===== config.mk =====
export PLATFORM = sky130hd
export DESIGN_NAME = logic_capture_arbiter
export DESIGN_NICKNAME = d
export VERILOG_FILES = /design/src/rtl/logic_capture_pkg.sv /design/src/rtl/logic_capture_arbiter_rr_grant.sv /design/src/rtl/logic_capture_arbiter.sv
export SDC_FILE = /design/constraint.sdc
export NUM_CORES = 1
export LEC_CHECK = 0
export CORE_AREA = 2 2 196 198
export DETAILED_ROUTE_END_ITERATION = 7
export DIE_AREA = 0 0 198 200
export GPL_ROUTABILITY_DRIVEN = 0
export HOLD_SLACK_MARGIN = 0.05
export PLACE_DENSITY = 0.44
export SKIP_CTS_REPAIR_TIMING = 1
export SLEW_MARGIN = 15
export SYNTH_ARGS = -nofsm -noshare
export SYNTH_HDL_FRONTEND = slang
export SYNTH_HIERARCHICAL = 1
export SYNTH_SLANG_ARGS = --single-unit

===== constraint.sdc =====
create_clock -name clk_ram_2x -period 4 [get_ports clk_ram_2x]
set_clock_uncertainty 0.1 [all_clocks]
set_input_delay 0.8 -clock clk_ram_2x [delete_from_list [all_inputs] [get_ports clk_ram_2x]]
set_output_delay 0.8 -clock clk_ram_2x [all_outputs]
set_load 0.05 [all_outputs]

===== src/rtl/logic_capture_pkg.sv =====
// Shared types and default sizing for the logic-analyzer capture arbiter.
package logic_capture_pkg;

    typedef enum logic [1:0] {
        ST_IDLE = 2'd0,
        ST_CMD  = 2'd1,
        ST_DATA = 2'd2
    } arb_state_t;

    typedef logic pod_t;

    localparam int DEF_DATA_WIDTH  = 128;
    localparam int DEF_ADDR_WIDTH  = 28;
    localparam int DEF_BURST_LEN   = 8;
    localparam int DEF_COUNT_WIDTH = 10;

endpackage


===== src/rtl/logic_capture_arbiter_rr_grant.sv =====
// Two-way round-robin pick: a lone eligible pod wins; on a tie the pod that
// did not win last time gets the port.
module capture_rr_grant
    import logic_capture_pkg::*;
(
    input  logic [1:0] i_eligible,
    input  logic       i_last_grant,
    output logic       o_grant,
    output logic       o_any
);

    pod_t w_pick;

    always_comb begin
        w_pick = 1'b0;
        case (i_eligible)
            2'b01:   w_pick = 1'b0;
            2'b10:   w_pick = 1'b1;
            2'b11:   w_pick = ~i_last_grant;
            default: w_pick = 1'b0;
        endcase
    end

    assign o_grant = w_pick;
    assign o_any   = |i_eligible;

endmodule


===== src/rtl/logic_capture_arbiter.sv =====
// Shares the capture-RAM write port between pods LA0/LA1 in fixed bursts,
// keeping a ring-buffer write pointer per pod and draining on trigger flush.
module logic_capture_arbiter
    import logic_capture_pkg::*;
#(
    parameter int DATA_WIDTH  = DEF_DATA_WIDTH,
    parameter int ADDR_WIDTH  = DEF_ADDR_WIDTH,
    parameter int BURST_LEN   = DEF_BURST_LEN,
    parameter int COUNT_WIDTH = DEF_COUNT_WIDTH
) (
    input  logic                        clk_ram_2x,
    input  logic                        rst_n,
    input  logic                        trig_rst,
    input  logic                        capture_flush,
    input  logic [2*COUNT_WIDTH-1:0]    fifo_count,
    input  logic [2*DATA_WIDTH-1:0]     fifo_data,
    output logic [1:0]                  fifo_rd_en,
    output logic                        ram_cmd_valid,
    input  logic                        ram_cmd_ready,
    output logic [ADDR_WIDTH-1:0]       ram_cmd_addr,
    output logic                        ram_wr_valid,
    input  logic                        ram_wr_ready,
    output logic [DATA_WIDTH-1:0]       ram_wr_data,
    output logic                        ram_wr_last,
    output logic [2*(ADDR_WIDTH-1)-1:0] wr_ptr,
    output logic [1:0]                  wrapped,
    output logic                        flush_done,
    output logic                        busy
);

    localparam int PTR_W = ADDR_WIDTH - 1;
    localparam logic [COUNT_WIDTH-1:0] BURST_C     = COUNT_WIDTH'(BURST_LEN);
    localparam logic [COUNT_WIDTH-1:0] LAST_BEAT_C = COUNT_WIDTH'(BURST_LEN - 1);
    localparam logic [PTR_W:0]         BURST_INC   = (PTR_W + 1)'(BURST_LEN);

    arb_state_t             r_state;
    arb_state_t             w_state_nxt;
    pod_t                   r_grant;
    pod_t                   r_last_grant;
    logic [COUNT_WIDTH-1:0] r_beats_real;
    logic [COUNT_WIDTH-1:0] r_beat;
    logic [PTR_W-1:0]       r_wr_ptr [2];
    logic [1:0]             r_wrapped;
    logic                   r_flush_pending;
    logic                   r_flush_done;

    logic [COUNT_WIDTH-1:0] w_cnt [2];
    logic [DATA_WIDTH-1:0]  w_data [2];
    logic [1:0]             w_eligible;
    logic                   w_grant;
    logic                   w_any;
    logic [COUNT_WIDTH-1:0] w_sel_cnt;
    logic [COUNT_WIDTH-1:0] w_beats;
    logic                   w_real_beat;
    logic                   w_last_beat;
    logic                   w_flush_clear;
    logic [PTR_W-1:0]       w_ptr_sum;
    logic                   w_ptr_carry;

    assign w_cnt[0]  = fifo_count[COUNT_WIDTH-1:0];
    assign w_cnt[1]  = fifo_count[2*COUNT_WIDTH-1:COUNT_WIDTH];
    assign w_data[0] = fifo_data[DATA_WIDTH-1:0];
    assign w_data[1] = fifo_data[2*DATA_WIDTH-1:DATA_WIDTH];

    // While a flush is pending any non-empty pod may go, even with a partial burst.
    assign w_eligible[0] = (w_cnt[0] >= BURST_C) || (r_flush_pending && (w_cnt[0] != '0));
    assign w_eligible[1] = (w_cnt[1] >= BURST_C) || (r_flush_pending && (w_cnt[1] != '0));

    capture_rr_grant u_rr_grant (
        .i_eligible   (w_eligible),
        .i_last_grant (r_last_grant),
        .o_grant      (w_grant),
        .o_any        (w_any)
    );

    assign w_sel_cnt     = w_cnt[w_grant];
    assign w_beats       = (w_sel_cnt >= BURST_C) ? BURST_C : w_sel_cnt;
    assign w_real_beat   = (r_beat < r_beats_real);
    assign w_last_beat   = (r_beat == LAST_BEAT_C);
    assign w_flush_clear = (r_state == ST_IDLE) && r_flush_pending &&
                           (w_cnt[0] == '0) && (w_cnt[1] == '0);

    // Carry out of the pod-region offset marks a ring-buffer wrap.
    assign {w_ptr_carry, w_ptr_sum} = {1'b0, r_wr_ptr[r_grant]} + BURST_INC;

    always_comb begin
        w_state_nxt   = r_state;
        ram_cmd_valid = 1'b0;
        ram_cmd_addr  = '0;
        ram_wr_valid  = 1'b0;
        ram_wr_data   = '0;
        ram_wr_last   = 1'b0;
        fifo_rd_en    = 2'b00;
        case (r_state)
            ST_IDLE: begin
                if (w_any) w_state_nxt = ST_CMD;
            end
            ST_CMD: begin
                ram_cmd_valid = 1'b1;
                ram_cmd_addr  = {r_grant, r_wr_ptr[r_grant]};
                if (ram_cmd_ready) w_state_nxt = ST_DATA;
            end
            ST_DATA: begin
                ram_wr_valid = 1'b1;
                ram_wr_last  = w_last_beat;
                if (w_real_beat) ram_wr_data = w_data[r_grant];
                fifo_rd_en[r_grant] = ram_wr_ready && w_real_beat;
                if (ram_wr_ready && w_last_beat) w_state_nxt = ST_IDLE;
            end
            default: w_state_nxt = ST_IDLE;
        endcase
        if (trig_rst) w_state_nxt = ST_IDLE;
    end

    always_ff @(posedge clk_ram_2x or negedge rst_n) begin
        if (!rst_n) r_state <= ST_IDLE;
        else        r_state <= w_state_nxt;
    end

    always_ff @(posedge clk_ram_2x or negedge rst_n) begin
        if (!rst_n) begin
            r_grant         <= 1'b0;
            r_last_grant    <= 1'b1;
            r_beats_real    <= '0;
            r_beat          <= '0;
            r_wr_ptr[0]     <= '0;
            r_wr_ptr[1]     <= '0;
            r_wrapped       <= 2'b00;
            r_flush_pending <= 1'b0;
            r_flush_done    <= 1'b0;
        end else if (trig_rst) begin
            // Mid-burst abort is safe: the RAM controller is cleared by the same strobe.
            r_grant         <= 1'b0;
            r_last_grant    <= 1'b1;
            r_beats_real    <= '0;
            r_beat          <= '0;
            r_wr_ptr[0]     <= '0;
            r_wr_ptr[1]     <= '0;
            r_wrapped       <= 2'b00;
            r_flush_pending <= 1'b0;
            r_flush_done    <= 1'b0;
        end else begin
            r_flush_done <= w_flush_clear;
            if (w_flush_clear)      r_flush_pending <= 1'b0;
            else if (capture_flush) r_flush_pending <= 1'b1;

            case (r_state)
                ST_IDLE: begin
                    if (w_any) begin
                        r_grant      <= w_grant;
                        r_beats_real <= w_beats;
                    end
                end
                ST_CMD: begin
                    if (ram_cmd_ready) r_beat <= '0;
                end
                ST_DATA: begin
                    if (ram_wr_ready) begin
                        r_beat <= r_beat + COUNT_WIDTH'(1);
                        if (w_last_beat) begin
                            r_wr_ptr[r_grant] <= w_ptr_sum;
                            if (w_ptr_carry) r_wrapped[r_grant] <= 1'b1;
                            r_last_grant <= r_grant;
                        end
                    end
                end
                default: ;
            endcase
        end
    end

    assign wr_ptr     = {r_wr_ptr[1], r_wr_ptr[0]};
    assign wrapped    = r_wrapped;
    assign flush_done = r_flush_done;
    assign busy       = (r_state != ST_IDLE);

endmodule


# After elaboration in Yosys (flattened, before gate mapping)
# Index checks and enable logic that the tools add are counted.
# W data, S select, Z words.
[word_totals]
ff_bits = 82
latchBits = 0
ramBits = 0
mem_bits_ro = 0
input_bits = 282
output_inout_bits = 219
word_cells = 121
n_memories = 0
[op_classes]
addsub = 2
mul = 0
div_mod_pow = 0
n_lt_le_gt_ge = 9
n_eq_ne = 9
n_shift = 0
n_mux = 55
bitwise_logic = 5
reduce_logical = 31
[ops]
columns = ["operator", "n"]
rows = [
  ["$mux W128", 5],
  ["$mux W54", 4],
  ["$mux W27", 4],
  ["$mux W10", 10],
  ["$bwmux W54", 1],
  ["$ge A10 B4 Y1 const B", 3],
  ["$add A27 B4 Y28 const B", 1],
  ["$mux W28", 1],
  ["$demux W27 S1", 1],
  ["$logic_not A10 Y1", 2],
  ["$mux W2", 10],
  ["$pmux W10 S2", 1],
  ["$reduce_bool A10 Y1", 2],
  ["$mux W1", 15],
  ["$reduce_bool A2 Y1", 7],
  ["$add A10 B1 Y10 const B", 1],
  ["$eq A10 B3 Y1 const B", 1],
  ["$lt A10 B10 Y1", 1],
  ["$logic_and A1 B1 Y1", 9],
  ["$ne A3 B3 Y1 const B", 3],
  ["$reduce_and A3 Y1", 3],
  ["$eq A2 B2 Y1 const B", 3],
  ["$pmux W2 S3", 1],
  ["$reduce_bool A3 Y1", 2],
  ["other kinds (17)", 20],
]

# Longest topological paths before layout
[logic_depth]
depth_word = 14
mapped_depth = 11
mapped_depth_nobuf = 7

# Hierarchy
# Netlist, hierarchy kept.
[by_module_without_submodules]
columns = ["mod", "instances", "cells_per_inst", "area_per_inst_um2", "seq_area_each_um2"]
rows = [
  ["logic_capture_arbiter", 1, 818, 6774.0, 2053.2],
  ["capture_rr_grant", 1, 2, 13.8, 0.0],
]

# Least setup slack after synthesis
# OpenSTA, ideal clock, no wires.
[synth_path]
path_type = "register to output"
from = "register r_beat[3]"
to = "output fifo_rd_en[0]"
t_arrival_ps = 2963
t_required_ps = 3100
setup_slack_ps = 137
stages_incl_launch_ff = 7
path_buffers = 0
cell_sequence = "dfrtp_1 > ha_1 > a21o_1 > a21o_1 > a221oi_1 > o21ai_0 > nor4_1"
[synth_between]
elab_chain_len = 4
[synth_lines]
columns = ["element", "line", "source"]
rows = [
  ["start, declared", "logic_capture_arbiter.sv:41", "logic [COUNT_WIDTH-1:0] r_beat;"],
  ["start signal, assigned", "logic_capture_arbiter.sv:159", "r_beat <= r_beat + COUNT_WIDTH'(1);"],
  ["$lt A10 B10 Y1", "logic_capture_arbiter.sv:78", "assign w_real_beat = (r_beat < r_beats_real);"],
  ["$logic_and A1 B1 Y1", "logic_capture_arbiter.sv:107", "fifo_rd_en[r_grant] = ram_wr_ready && w_real_beat;"],
  ["$and A2 B2 Y2 (no source line)", "n/a", ""],
  ["$mux W2", "logic_capture_arbiter.sv:94", "case (r_state)"],
  ["end, declared", "logic_capture_arbiter.sv:17", "output logic [1:0] fifo_rd_en,"],
]
# No other way between the ends.

# Worst setup path in the final report
[layout_path]
from = "register r_beat[3]"
to = "output ram_wr_data[59]"
[layout_between]
elab_chain_len = 3
[layout_lines]
columns = ["element", "line", "source"]
rows = [
  ["$lt A10 B10 Y1", "logic_capture_arbiter.sv:78", ""],
  ["$mux W128", "logic_capture_arbiter.sv:106", "if (w_real_beat) ram_wr_data = w_data[r_grant];"],
  ["$mux W128", "logic_capture_arbiter.sv:94", ""],
  ["end, declared", "logic_capture_arbiter.sv:23", "output logic [DATA_WIDTH-1:0] ram_wr_data,"],
]
# No other way between the ends.

==> impl_metrics.csv <==
group,metric,value,unit
run_status,status,"finished, final reports clean",
routing,detail_route.first_pass.iterations,4,
synthesis,synth-main-ff-cell,"dfrtp_1",
clock_tree,clk_pin_slew_worst_paths,0.07,ns
cells_and_area,syn2layout_area_growth,105,%
worst_setup_path,crit_required,3.10,ns
floorplanning,initial_core_util,18.1,%
flow_run,cap_violations,0,
clock_tree,root_buffer,"clkbuf_16",
worst_setup_path,endpoint_kind,"output port",
clock_tree,numCtsBuffers,9,
cells_and_area,layout_common_cells,"367 x clkdlybuf4s50_1, 196 x nor2_1, 152 x mux2i_1",
floorplanning,rows,71,
clock_tree,cts_buffer_depth,2,
synthesis,synth_area_leaders,"dfrtp_1 30%, mux2i_1 22%, nor2_1 11%, xor2_1 3.7%, nand2_1 2.2%",
synthesis,synth_edf_count,0,
clock_tree,insertion_delay,0.35,ns
timing,min_period,3.73,ns
worst_setup_path,crit_type,"flip-flop to output port",
timing,timing.final.ws_setup,0.265,ns
timing,drv_slew,0,
synthesis,yosysTopAreaCell,"dfrtp_1",
timing,setup_viol,0,
routing,wirelength,43.0,mm
global_route,grt_pass1_vias,8359,
synthesis,synth_xor_area_share,4.39,%
timing,worst_pin_slew,0.811,ns
timing,rsz0062_at_grt,"no",
cells_and_area,nNetsFinal,1611,
clock_tree,cts_sinks,82,
synthesis,synth_top_family_by_area,"simple AND/OR/NAND/NOR gates",
power_and_ir_drop,p_leak,5.06,nW
routing,drc,0,
synthesis,synthCells,820,
synthesis,muxShareOfSynthArea,23.7,%
synthesis,synth_top_area_share,29.9,%
timing,fmax,0.268,GHz
cells_and_area,final_core_util,37.3,%
synthesis,async_reset_ff_share,100,%
routing,drt_iter0_markers,315,
global_route,grt.overflow.total,0,
synthesis,synth-adder-area-share,2.03,%
routing,viasPerCell,4.37,
global_route,antenna_found_initial,16,
synthesis,yosys_warnings,6,
synthesis,syn_area_per_cell,8.28,µm²
synthesis,synthDistinctLibCells,61,
worst_setup_path,crit_path_max_fanout,128,
floorplanning,dieWidth,198,µm
global_route,met2_usage,38.5,%
cells_and_area,drive_above_1_share,16.0,%
timing,finalSetupTns,0,ns
clock_tree,cts_tree,"yes",
floorplanning,die_h,200,µm
power_and_ir_drop,p_total,0.00225,W
synthesis,synth-simple-area-share,26.0,%
floorplanning,die-area,39600,µm²
floorplanning,core_area,37400,µm²
routing,dr_total_vias,8053,
timing,hold_viol_final,0,
synthesis,synth_compound_area_share,9.11,%
routing,ant_nets,0,
timing,min_period_over_period,93.4,%
synthesis,ys_seq_area_share,30.2,%
global_route,use_met3,5.46,%
power_and_ir_drop,peakVddDrop,0.165,mV
synthesis,synth_nets,1113,
global_route,grt_max_degree,129,
synthesis,ys_ff_latch,82,
power_and_ir_drop,powerDensity,161,nW/µm²
global_route,grtUsageMet1,24.1,%
placed_design,numPortBuffers,500,
global_route,busiest_layer,"met2",
global_route,grt_first_pass_wirelength,59.8,mm
worst_hold_path,min_path_type,"primary input to asynchronous set/reset pin",
global_route,grt.total_usage,20.9,%
timing,max-slew-margin-rel,45.3,%
placed_design,hpwl,35.9,mm
placed_design,post-place-ws,0.377,ns
floorplanning,ios,501,
worst_setup_path,cp.arrival,2.83,ns
worst_setup_path,cp-start-kind,"flip-flop",
clock_tree,cts_max_level,3,
routing,wl_per_cell,23.4,µm
cells_and_area,layout_commonest_cell,"clkdlybuf4s50_1",
synthesis,netlist_area,6790,µm²
[synthesized netlist by cell type, drive strengths merged, types with 8 or more instances]
master	n
nor2b	10
nand4b	9
inv	20
a21oi	22
buf	23
dfrtp	81
mux2	8
ha	11
mux2i	152
nand3	26
or3	10
nand4	14
nor3	9
nor2	198
xor2	29
nand2	40
o21ai	29
and2	11
clkbuf	29
[power by group]
group	leakage [nW]	switching, W	internal, W
combinational	3.80	0.000273	0.000361
clock	0.129	0.000356	0.000422
sequential	1.14	0.00000477	0.000833
total	5.06	0.000634	0.00162
[worst max-delay path: stages (launching register included)]
cell and delay [ns]:
dfrtp_1 0.42, ha_1 0.30, a21o_1 0.16, a21o_1 0.18, a221oi_2 0.40, o2111ai_4 0.15, buf_12 0.28, nor2_1 0.33
buf_12 0.18
[per-layer routing]
layer | wire [µm] | up-vias
li1 | - | 3883
met1 | 17000 | 3839
met2 | 22400 | 269
met3 | 2730 | 46
met4 | 801 | 16
met5 | 100 | -
[logic make-up after synthesis]
kind of cell	after synthesis
muxes	160
adders and majority gates	11
AOI/OAI and AO/OA	95
xor gates and xnor gates	34
buffers and inverters	73
DFF	82
and+or+nand+nor	365
[through the flow]
| stage | instance area [µm²] | hold slack (ns) | instances |
|---|---|---|---|
| after floorplan | 6790 | 0.354 | 820 |
| after global placement | 13700 | 0.372 | 1818 |
| after detailed placement | 13700 | 0.373 | 1818 |
| after CTS | 13900 | 0.381 | 1834 |
| after global routing | 13900 | 0.404 | 1838 |
| final | 13900 | 0.356 | 1841 |
[registers in the layout, indices dropped and copies added (netlist names)]
register / count
flush_done: 1
r_beat: 10
r_beats_real: 10
r_flush_pending: 1
r_grant: 1
r_last_grant: 1
r_state: 2
wr_ptr: 54
wrapped: 2
[cell type report]
type	instances	area [µm²]
Antenna cell	7	17.5
Clock buffer	10	229
Clock inverter	6	42.5
Fill cell	3755	23500
Inverter	21	78.8
Multi-Input combinational cell	665	4460
Sequential cell	82	2060
Tap cell	511	639
Timing Repair Buffer	539	6430
[final timing paths]
kind,slack (ns),end,cells after the start,start
max in group asynchronous,2.72,wrapped[0],2,rst_n
hold / removal,0.36,wr_ptr[9],1,rst_n
min in group clk_ram_2x,0.39,r_beats_real[6],1,r_beats_real[6]
setup reg to reg,0.79,wr_ptr[25],8,r_grant
hold reg to reg,0.39,r_beats_real[6],1,r_beats_real[6]
setup / recovery,0.27,ram_wr_data[59],8,r_beat[3]
Power figures use the tool's default switching activity.
